`config.mk`:
```
export PLATFORM = sky130hd
export DESIGN_NAME = branch_predictor
export DESIGN_NICKNAME = d
export VERILOG_FILES = /design/src/rtl/bp_pkg.sv /design/src/rtl/bp_sat_counter.sv /design/src/rtl/branch_predictor.sv
export SDC_FILE = /design/constraint.sdc
export NUM_CORES = 1
export LEC_CHECK = 0
export CORE_ASPECT_RATIO = 1.4
export CORE_MARGIN = 2
export CORE_UTILIZATION = 36
export CTS_CLUSTER_DIAMETER = 80
export DETAILED_ROUTE_END_ITERATION = 10
export HOLD_SLACK_MARGIN = 0.02
export PLACE_DENSITY_LB_ADDON = 0.05
export SYNTH_ARGS = -nofsm -noshare
export SYNTH_HDL_FRONTEND = slang
export SYNTH_SLANG_ARGS = --single-unit
```
`constraint.sdc`:
```
create_clock -name clk -period 11.1 [get_ports clk]
set_clock_uncertainty 0.15 [all_clocks]
set_input_delay 2.22 -clock clk [delete_from_list [all_inputs] [get_ports clk]]
set_output_delay 2.22 -clock clk [all_outputs]
set_load 0.02 [all_outputs]
```
`src/rtl/bp_pkg.sv`:
```
// Shared types and constants for the branch predictor.
//   ctr_state_e : 2-bit saturating direction counter states
//   bp_entry_t  : per-entry payload (valid, counter, target); the tag is kept
//                 beside it because its width depends on module parameters
//   PC_INC      : sequential fetch increment
//   seq_next()  : fall-through PC for a 32-bit zero-extended PC
package bp_pkg;

  typedef enum logic [1:0] {
    CTR_SNT = 2'b00,
    CTR_WNT = 2'b01,
    CTR_WT  = 2'b10,
    CTR_ST  = 2'b11
  } ctr_state_e;

  typedef struct packed {
    logic        valid;
    ctr_state_e  ctr;
    logic [31:0] target;
  } bp_entry_t;

  localparam logic [31:0] PC_INC = 32'd4;

  function automatic logic [31:0] seq_next(input logic [31:0] pc);
    return pc + PC_INC;
  endfunction

endpackage

```
`src/rtl/bp_sat_counter.sv`:
```
// Next-state logic for one 2-bit saturating direction counter.
//   state_cur  : current counter state
//   inc / dec  : move one step towards ST / SNT, saturating at the ends
//   force_st   : jump to ST (highest priority)
//   state_next : resulting state
module bp_sat_counter
  import bp_pkg::*;
(
  input  ctr_state_e state_cur,
  input  logic       inc,
  input  logic       dec,
  input  logic       force_st,
  output ctr_state_e state_next
);

  always_comb begin
    state_next = state_cur;
    if (force_st) begin
      state_next = CTR_ST;
    end else if (inc) begin
      case (state_cur)
        CTR_SNT: state_next = CTR_WNT;
        CTR_WNT: state_next = CTR_WT;
        default: state_next = CTR_ST;
      endcase
    end else if (dec) begin
      case (state_cur)
        CTR_ST:  state_next = CTR_WT;
        CTR_WT:  state_next = CTR_WNT;
        default: state_next = CTR_SNT;
      endcase
    end
  end

endmodule

```
`src/rtl/branch_predictor.sv`:
```
// Direct-mapped branch target buffer with 2-bit direction counters.
//   clk, reset (sync, active-low)
//   if_pc -> pred_hit / pred_taken / pred_target   (combinational lookup)
//   ex_*  -> mispredict / redirect_pc               (combinational resolve)
//            plus the table update on the next clk edge
//   branch_cnt / mispred_cnt : saturating statistics counters
module branch_predictor
  import bp_pkg::*;
#(
  parameter int PC_W    = 9,
  parameter int ENTRIES = 16,
  parameter int CNT_W   = 32
) (
  input  logic             clk,
  input  logic             reset,
  input  logic [PC_W-1:0]  if_pc,
  output logic             pred_hit,
  output logic             pred_taken,
  output logic [31:0]      pred_target,
  input  logic             ex_valid,
  input  logic [PC_W-1:0]  ex_pc,
  input  logic             ex_is_branch,
  input  logic             ex_is_jump,
  input  logic             ex_taken,
  input  logic [31:0]      ex_target,
  input  logic             ex_pred_taken,
  input  logic [31:0]      ex_pred_target,
  output logic             mispredict,
  output logic [31:0]      redirect_pc,
  output logic [CNT_W-1:0] branch_cnt,
  output logic [CNT_W-1:0] mispred_cnt
);

  localparam int IDX_W = $clog2(ENTRIES);
  localparam int TAG_W = PC_W - IDX_W - 2;

  generate
    if (ENTRIES < 2 || (ENTRIES & (ENTRIES - 1)) != 0) begin : g_bad_entries
      $error("branch_predictor: ENTRIES must be a power of 2 and at least 2");
    end
    if (PC_W < IDX_W + 3 || PC_W > 32) begin : g_bad_pc_w
      $error("branch_predictor: PC_W must be in [IDX_W+3, 32]");
    end
  endgenerate

  logic [IDX_W-1:0] if_idx, ex_idx;
  logic [TAG_W-1:0] if_tag, ex_tag;

  assign if_idx = if_pc[IDX_W+1:2];
  assign if_tag = if_pc[PC_W-1:IDX_W+2];
  assign ex_idx = ex_pc[IDX_W+1:2];
  assign ex_tag = ex_pc[PC_W-1:IDX_W+2];

  // Read views of the per-entry registers, indexed by lookup/update ports.
  bp_entry_t        entry_cur [ENTRIES];
  logic [TAG_W-1:0] tag_cur   [ENTRIES];

  // ---------------- Lookup (pre-edge table contents, no bypass) ----------------
  bp_entry_t  if_entry;
  logic [1:0] if_ctr_bits;

  assign if_entry    = entry_cur[if_idx];
  assign if_ctr_bits = if_entry.ctr;
  // Gated with reset so the outputs look like the cleared table while reset is held.
  assign pred_hit    = reset & if_entry.valid & (tag_cur[if_idx] == if_tag);
  assign pred_taken  = pred_hit & if_ctr_bits[1];
  assign pred_target = pred_taken ? if_entry.target : seq_next(32'(if_pc));

  // ---------------- Resolve ----------------
  logic        ctrl, act_taken, ex_hit;
  logic [31:0] act_next;

  assign ctrl        = ex_is_branch | ex_is_jump;
  assign act_taken   = ex_is_jump | (ex_is_branch & ex_taken);
  assign act_next    = act_taken ? ex_target : seq_next(32'(ex_pc));
  assign mispredict  = ex_valid & ((ex_pred_taken != act_taken) |
                                   (act_taken & (ex_pred_target != ex_target)));
  assign redirect_pc = act_next;
  assign ex_hit      = entry_cur[ex_idx].valid & (tag_cur[ex_idx] == ex_tag);

  // ---------------- Table entries ----------------
  genvar gi;
  generate
    for (gi = 0; gi < ENTRIES; gi++) begin : g_entry
      bp_entry_t        entry_reg;
      logic [TAG_W-1:0] tag_reg;
      ctr_state_e       ctr_next;
      logic             upd;

      assign upd           = ex_valid & (ex_idx == IDX_W'(gi));
      assign entry_cur[gi] = entry_reg;
      assign tag_cur[gi]   = tag_reg;

      bp_sat_counter u_ctr (
        .state_cur  (entry_reg.ctr),
        .inc        (act_taken),
        .dec        (~act_taken),
        .force_st   (ex_is_jump),
        .state_next (ctr_next)
      );

      always_ff @(posedge clk) begin
        if (!reset) begin
          entry_reg.valid <= 1'b0;
          entry_reg.ctr   <= CTR_SNT;
        end else if (upd) begin
          if (ex_hit) begin
            if (ctrl) begin
              entry_reg.ctr <= ctr_next;
              if (act_taken) entry_reg.target <= ex_target;
            end else begin
              // Non-control instruction matched: the entry is a stale alias.
              entry_reg.valid <= 1'b0;
            end
          end else if (ctrl && act_taken) begin
            entry_reg.valid  <= 1'b1;
            entry_reg.ctr    <= ex_is_jump ? CTR_ST : CTR_WT;
            entry_reg.target <= ex_target;
            tag_reg          <= ex_tag;
          end
        end
      end
    end
  endgenerate

  // ---------------- Statistics ----------------
  logic [CNT_W-1:0] branch_cnt_reg, mispred_cnt_reg;

  always_ff @(posedge clk) begin
    if (!reset) begin
      branch_cnt_reg  <= '0;
      mispred_cnt_reg <= '0;
    end else begin
      if (ex_valid && ctrl && branch_cnt_reg != '1)
        branch_cnt_reg <= branch_cnt_reg + CNT_W'(1);
      if (mispredict && mispred_cnt_reg != '1)
        mispred_cnt_reg <= mispred_cnt_reg + CNT_W'(1);
    end
  end

  assign branch_cnt  = branch_cnt_reg;
  assign mispred_cnt = mispred_cnt_reg;

endmodule

```
==> results of run 1 <==
## metal layers
| layer | routed length (µm) | up-vias | track usage | share of wire |
|---|---|---|---|---|
| met5 | 0 | - | 0 | 0 |
| met4 | 1796 | 0 | 0.05858 | 0.021 |
| met3 | 4355 | 104 | 0.03531 | 0.051 |
| met2 | 43990 | 528 | 0.3707 | 0.51 |
| met1 | 35730 | 8875 | 0.2660 | 0.42 |
| li1 | - | 7461 | - | - |
## cell type report
type                    count  area (µm²)
diodes                      1       2.502
clock buffers              90        1984
clock inverters            38       349.1
fillers                  7039       44390
inverters                  26       97.59
multi-input cells         936        9159
flip-flops and latches    672       19060
well taps                1054        1319
repair buffers            269        2561
## power by group
part | internal (W) | total, W | leakage [nW] | switching (W)
sequential | 0.00275 | 0.00276 | 5.94 | 0.00000872
combinational | 0.000162 | 0.000384 | 4.00 | 0.000222
clock | 0.00139 | 0.00240 | 1.14 | 0.00101
total | 0.00430 | 0.00554 | 11.1 | 0.00124
## final timing paths
kind	start	to	cells after the start
max	if_pc[2]	pred_target[23]	7
min	mispred_cnt[15]	mispred_cnt[15]	2
max reg2reg	mispred_cnt[3]	mispred_cnt[21]	8
min reg2reg	mispred_cnt[15]	mispred_cnt[15]	2
## cell usage in the layout, fill, tap and decap left out, drive strengths merged, types with 8 or more instances in the layout
master and n:
nor4 10, nand4 31, and3 36, clkdlybuf4s50 214
clkbuf 90, o211ai 30, mux4 201, a21oi 22
o21ai 49, mux2i 8, or3 15, nand2 84
nor2 126, a211oi 10, a311oi 14, xor2 36
edfxtp 560, o211a 12, dfxtp 112, nor3 14
buf 55, inv 26, clkinv 29, xnor2 44
o22ai 8, and2 34, mux2 10, nand3 63
o221a 8, or4 8
## cells by family after synthesis
kind of cell,count (synthesis),share of synthesized area
AND/OR/NAND/NOR,439,0.07587
buffers and inverters,136,0.02004
flip-flops,672,0.6649
AO/OA/AOI/OAI,191,0.04697
multiplexers,219,0.1647
XOR/XNOR,80,0.02445
adder cells (fa/ha/maj),7,0.003056
## through the flow
step           std cells  hold WS (ns)    util  power, W  instance area [µm²]
5_1_grt             3086        0.3970  0.4376  0.005723                34530
6_report            3086        0.3633  0.4376  0.005542                34530
2_1_floorplan       1744        0.3237       -  0.003019                28660
3_3_place_gp        2957        0.3398  0.4079  0.003203                32190
4_1_cts             3085        0.3664  0.4375  0.005613                34530
3_5_place_dp        2957        0.3546  0.4079  0.003206                32190
## worst max-delay path, delay by kind of cell
kind                   cells  cell delay (ns)
and+or+nand+nor            1             0.21
buffers and inverters      4             2.32
muxes                      2             1.10
==> flow_summary.ini, run 1 <==
[status]
status = complete, no violations

[setup_path]
critPathKind = primary input to primary output
max_stage_delay_ns = 0.70
worst_setup_path_start_kind = primary input
worst-path-max-fanout = 46
ff2ff_setup_slack_ns = 7.02
critPathSlowestCell = buf_4
end_kind = primary output
path_cells = buf_8 -> buf_4 -> buf_4 -> mux4_2 -> mux4_2 -> and3_1 -> clkdlybuf4s50_1
arrival_ns = 5.97
critPathRequiredTime_ns = 8.73

[route]
first_pass_iters = 5
routed_via_density = 5.498
via_count = 16970
wl_um = 85880
ant_nets = 0
wl_per_cell_um = 27.83
drt_iter0_drc = 1348
remaining_drc_errors = 0

[logic_synthesis]
netlist-cell-type-count = 54
synth_warnings = 0
syn-num-nets = 1840
synth_edf_count = 560
ys.flop_type = edfxtp_1
synth_top_area_cell = edfxtp_1
syn_avg_cell_area_um2 = 16.43
async_flop_share = 0
synth_most_common_cell = edfxtp_1
yosysSeqAreaShare = 0.6649
syn_inst = 1744
ys_seq_elements = 672
synth_top_area_share = 0.5867
synthTopCellsByArea = edfxtp_1 59%, mux4_2 16%, dfxtp_1 7.8%
synth_common_cells = 560 x edfxtp_1, 201 x mux4_2, 125 x nor2_1, 112 x dfxtp_1, 84 x nand2_1
synth_area_mm2 = 0.02866

[floorplan]
dieArea_mm2 = 0.08192
io_pins = 220
rows = 122
die_h_um = 337.9
core_area_mm2 = 0.07892
die_w_um = 242.5
start_util = 0.3632

[power]
vdd_drop_max_v = 0.0001071
p_leak_nw = 11.08
p_per_area_mw_per_mm2 = 160.5

[cts]
cts_max_path_buffers = 3
insertion_delay_ns = 0.61
cts_tree = yes
postCtsSetupBuffers = 0
cts_resized = 0
path_clk_slew_ns = 0.06
clkSinkCount = 672
numCtsBuffers = 71
ctsHoldBuffers = 0
cts_htree_levels = 3
clockRootBuffer = clkbuf_16

[timing]
period_needed_ns = 8.339
fin_ws_ns = 2.761
drv_slew = 0
fin_crit_sh = 0.7512
maxSlewHeadroom = 0.2911
setup_viol = 0
worst_pin_slew_ns = 1.061
final_hold_viol_count = 0
tns_ns = 0
fmax_ghz = 0.1199
rsz0062_at_grt = no

[final_layout]
area_delta_synth_final_pct = 20.48
fin_nets = 2072
layout-drive-gt1-share = 0.1994
largest_register_ffs = 560

[place]
dp_slack_ns = 2.613
dpl.hpwl_um = 51580
gp_congestion = 0.8152
io_buffers = 219

[run]
cap_violations = 0

[global_routing]
grt_pass1_vias = 17820
grtUsageTotal = 0.2097
antenna_found_initial = 8
grt_pass1_wl_um = 124600
grt_max_degree = 68
grt-ovfl-total = 0

[hold_path]
hold_class = register to register
Note: power is estimated with default switching activity, not from simulation.
==> inputs of run 2 (changes only) <==
==> constraint.sdc (replaced) <==
create_clock -name clk -period 8.56 [get_ports clk]
set_clock_uncertainty 0.15 [all_clocks]
set_input_delay 1.712 -clock clk [delete_from_list [all_inputs] [get_ports clk]]
set_output_delay 1.712 -clock clk [all_outputs]
set_load 0.02 [all_outputs]
==> run 2 against run 1 <==
Sequential power up 30%. Highest routed layer unchanged. Critical path type unchanged. Non-clock buffer count down 2. Wire length down 0.45%. Largest cell class unchanged. Die area unchanged. Via count up 0.35%. Setup slack worse by 1.5 ns.
==> flow_summary.ini, run 2 (synthesis gave the netlist of run 1 again) <==
[floorplan]
io_pins = 220
die_h_um = 337.9
rows = 122
start_util = 0.3632
die_w_um = 242.5
core_area_mm2 = 0.07892
dieArea_mm2 = 0.08192

[timing]
drv_slew = 0
tns_ns = 0
maxSlewHeadroom = 0.2077
fin_crit_sh = 0.8533
period_needed_ns = 7.304
setup_viol = 0
worst_pin_slew_ns = 1.186
fmax_ghz = 0.1369
final_hold_viol_count = 0
rsz0062_at_grt = no

[final_layout]
largest_register_ffs = 560
area_delta_synth_final_pct = 20.26
layout-drive-gt1-share = 0.1961
layout_common_cells = 560 x edfxtp_1, 214 x clkdlybuf4s50_1, 201 x mux4_2
fin_nets = 2070
final_common_cell = edfxtp_1
n_fill_cell = 7027

[global_routing]
grtUsageTotal = 0.2097
grt_pass1_vias = 17750
grt_pass1_wl_um = 124900
grt_max_degree = 110
antenna_found_initial = 5
grt-ovfl-total = 0

[cts]
insertion_delay_ns = 0.61
numCtsBuffers = 71
path_clk_slew_ns = 0.05
cts_max_path_buffers = 3
clockRootBuffer = clkbuf_16
clkSinkCount = 672
cts_tree = yes
postCtsSetupBuffers = 0
ctsHoldBuffers = 0
cts_htree_levels = 3
cts_resized = 0

[setup_path]
worst_setup_path_start_kind = primary input
end_kind = primary output
worst-path-max-fanout = 44
critPathKind = primary input to primary output
critPathRequiredTime_ns = 6.70
arrival_ns = 5.44
timing.rr.start = mispred_cnt[3]
cp-startpoint = if_pc[2]

[power]
vdd_drop_max_v = 0.0001388
p_per_area_mw_per_mm2 = 206.7
p_leak_nw = 11.05
total_power_w = 0.007124

[route]
first_pass_iters = 5
remaining_drc_errors = 0
drt_iter0_drc = 1570
via_count = 17030
wl_um = 85490
routed_via_density = 5.530
ant_nets = 0
wl_per_cell_um = 27.77

[hold_path]
hold_class = register to register
hp-start = mispred_cnt[23]

[place]
io_buffers = 219
dpl.hpwl_um = 53080
gp_congestion = 0.8477

[status]
status = complete, no violations

[run]
cap_violations = 0
[run 2: cell types whose count changed in the layout (fill, tap and decap cells not counted), moves of 2 or more]
cell | previous run | this run
buf_12 | 0 | 2
clkbuf_16 | 76 | 74
buf_4 | 51 | 47
clkbuf_1 | 11 | 13
clkinv_4 | 4 | 1
[run 2: area by class of cell]
type                    count  area [µm²]  share of cell area
flip-flops and latches    672       19060              0.5529
repair buffers            267        2571             0.07459
diodes                      1       2.502          0.00007260
clock inverters            34       334.1            0.009692
multi-input cells         936        9159              0.2657
well taps                1054        1319             0.03826
inverters                  26       97.59            0.002831
clock buffers              89        1928             0.05594
[run 2: report_power, final]
part	switching [W]	internal [W]	leakage (nW)
Sequential	0.0000117	0.00357	5.94
Clock	0.00127	0.00178	1.11
Combinational	0.000286	0.000211	4.00
[run 2: final timing paths]
kind / to / slack, ns / cells past startpoint
min: mispred_cnt[23] / 0.35 / 2
max reg2reg: mispred_cnt[21] / 4.39 / 8
min reg2reg: mispred_cnt[23] / 0.35 / 2
max: pred_target[1] / 1.26 / 10
[run 2: stage by stage]
stage / util / setup WS (ns) / instance area [µm²] / hold slack, ns / instances
after floorplan: - / 2.147 / 28660 / 0.3237 / 1744
after global placement: 0.4081 / 1.171 / 32200 / 0.3377 / 2955
after detailed placement: 0.4081 / 1.149 / 32200 / 0.3461 / 2955
after CTS: 0.4367 / 1.142 / 34470 / 0.3564 / 3078
after global routing: 0.4368 / 0.9852 / 34470 / 0.3753 / 3079
final: 0.4368 / 1.256 / 34470 / 0.3543 / 3079
[run 2: layer usage]
metal | share of wire | routed length (µm) | vias up | track usage
met3 | 0.053 | 4515 | 99 | 0.03491
met1 | 0.42 | 35750 | 8957 | 0.2712
li1 | - | - | 7434 | -
met2 | 0.51 | 43340 | 538 | 0.3651
met5 | 0 | 0 | - | 0
met4 | 0.022 | 1894 | 0 | 0.05910
[run 2: worst max-delay path, stage by stage]
cell and delay (ns):
buf_8 0.40, mux4_2 0.57, mux4_2 0.49, xnor2_1 0.14
nand3_1 0.11, nor3_2 0.14, buf_4 0.36, nand2_1 0.45
mux2_2 0.42, clkdlybuf4s50_1 0.62
==> inputs of run 3 (changes only) <==
--- a/config.mk
+++ b/config.mk
@@ -5,6 +5,8 @@
 export SDC_FILE = /design/constraint.sdc
 export NUM_CORES = 1
 export LEC_CHECK = 0
+export CELL_PAD_IN_SITES_DETAIL_PLACEMENT = 1
+export CELL_PAD_IN_SITES_GLOBAL_PLACEMENT = 2
 export CORE_ASPECT_RATIO = 1.4
 export CORE_MARGIN = 2
 export CORE_UTILIZATION = 36
==> run 3 against run 2 <==
Final area fell by 0.14%. Hold slack about the same. First-iteration DRC count shrank 18%. Register-to-register slack got worse by 0.16 ns. Critical path type unchanged.
==> flow_summary.ini, run 3 (synthesis gave the netlist of run 1 again) <==
[route]
wl_per_cell_um = 29.15
via_count = 17090
first_pass_iters = 4
ant_nets = 0
wl_um = 89860
remaining_drc_errors = 0
routed_via_density = 5.544
drt_iter0_drc = 1287

[setup_path]
critPathKind = primary input to primary output
max_stage_delay_ns = 0.59
worst_setup_path_start_kind = primary input
critPathSlowestCell = mux4_2
end_kind = primary output
crit_family = multiplexers
path_cells = buf_8 -> mux4_2 -> mux4_2 -> xnor2_1 -> nand3_1 -> nor3_2 -> nand2_1 -> mux2_2 -> clkdlybuf4s50_1
path_buf_inv = 2
critPathRequiredTime_ns = 6.70
cp_common_cell = mux4_2
arrival_ns = 5.41
worst-path-max-fanout = 55

[final_layout]
n_fill_cell = 7746
layout-drive-gt1-share = 0.1947
layout_common_cells = 560 x edfxtp_1, 214 x clkdlybuf4s50_1, 201 x mux4_2
largest_register_ffs = 560
final_common_cell = edfxtp_1
area_delta_synth_final_pct = 20.10
multi_input_area_mm2 = 0.009159
final_area_mm2 = 0.03442
diodes = 0
fin_nets = 2071
seq_area_mm2 = 0.01906

[floorplan]
io_pins = 220
die_h_um = 337.9
core_area_mm2 = 0.07892
dieArea_mm2 = 0.08192
start_util = 0.3632
die_w_um = 242.5
rows = 122

[timing]
fmax_ghz = 0.1375
worst_pin_slew_ns = 1.127
drv_slew = 0
tns_ns = 0
rsz0062_at_grt = no
final_hold_viol_count = 0
fin_crit_sh = 0.8497
setup_viol = 0
period_needed_ns = 7.273
maxSlewHeadroom = 0.2464

[run]
cap_violations = 0

[power]
p_leak_nw = 11.01
p_per_area_mw_per_mm2 = 206.2
total_power_w = 0.007097
vdd_drop_max_v = 0.0001332

[place]
gp_congestion = 0.8127
dpl_cell_area_mm2 = 0.03223
dpl.hpwl_um = 57400
io_buffers = 219

[cts]
cts_htree_levels = 3
path_clk_slew_ns = 0.06
cts_resized = 0
insertion_delay_ns = 0.63
postCtsSetupBuffers = 0
clkSinkCount = 672
numCtsBuffers = 69
cts_tree = yes
clockRootBuffer = clkbuf_16
ctsHoldBuffers = 0
cts_max_path_buffers = 3

[global_routing]
grt_pass1_vias = 18300
grt_pass1_wl_um = 130000
grt-ovfl-total = 0
grt_max_degree = 99
grtUsageTotal = 0.2204
antenna_found_initial = 6

[status]
status = complete, no violations

[hold_path]
hold_class = register to register
-- run 3: changes by cell type in the layout (fill, tap and decap cells not counted), moves of 2 or more --
| cell | previous run | this run |
|---|---|---|
| clkinv_2 | 13 | 9 |
| buf_4 | 47 | 50 |
| clkbuf_1 | 13 | 20 |
| clkbuf_8 | 2 | 0 |
| clkbuf_16 | 74 | 70 |
| clkinvlp_4 | 1 | 4 |
-- run 3: layout make-up --
class	instances	share of cell area
clock buffers	90	0.05307
clock inverters	35	0.01069
inverters	26	0.002835
multi-input cells	936	0.2661
flip-flops and latches	672	0.5537
well taps	1054	0.03831
repair buffers	270	0.07535
-- run 3: layer usage --
metal	global-route usage	wire, µm	part of all wire	vias to the layer above
met3	0.04362	4634	0.052	147
met2	0.3833	45390	0.51	452
li1	-	-	-	7444
met1	0.2729	36840	0.41	9047
met4	0.08169	2984	0.033	2
met5	0	13	0.00014	-
-- run 3: metrics by stage --
| stage | hold slack (ns) | instances | worst slack [ns] | utilization |
|---|---|---|---|---|
| after floorplan | 0.3237 | 1744 | 2.147 | - |
| after global placement | 0.3365 | 2958 | 1.221 | 0.4084 |
| after detailed placement | 0.3512 | 2958 | 1.228 | 0.4084 |
| after CTS | 0.3640 | 3083 | 1.222 | 0.4362 |
| after global routing | 0.3931 | 3083 | 1.037 | 0.4362 |
| final | 0.3539 | 3083 | 1.287 | 0.4362 |
-- run 3: tightest hold or removal path, cell delays in order, from the launching register on --
cell and delay (ns):
dfxtp_1 0.33, o31ai_1 0.07, a21oi_1 0.05
-- run 3: worst paths after layout --
kind | start | slack [ns] | depth (start not counted) | endpoint
worst max register to register | mispred_cnt[3] | 4.23 | 8 | mispred_cnt[25]
worst min-delay path | mispred_cnt[15] | 0.35 | 2 | mispred_cnt[15]
worst max-delay path | if_pc[2] | 1.29 | 9 | pred_target[0]
worst min register to register | mispred_cnt[15] | 0.35 | 2 | mispred_cnt[15]
-- run 3: power breakdown --
group / switching (W) / internal [W] / total, W
sequential: 0.0000121 / 0.00357 / 0.00358
clock: 0.00133 / 0.00168 / 0.00301
combinational: 0.000299 / 0.000212 / 0.000511
total: 0.00164 / 0.00546 / 0.00710
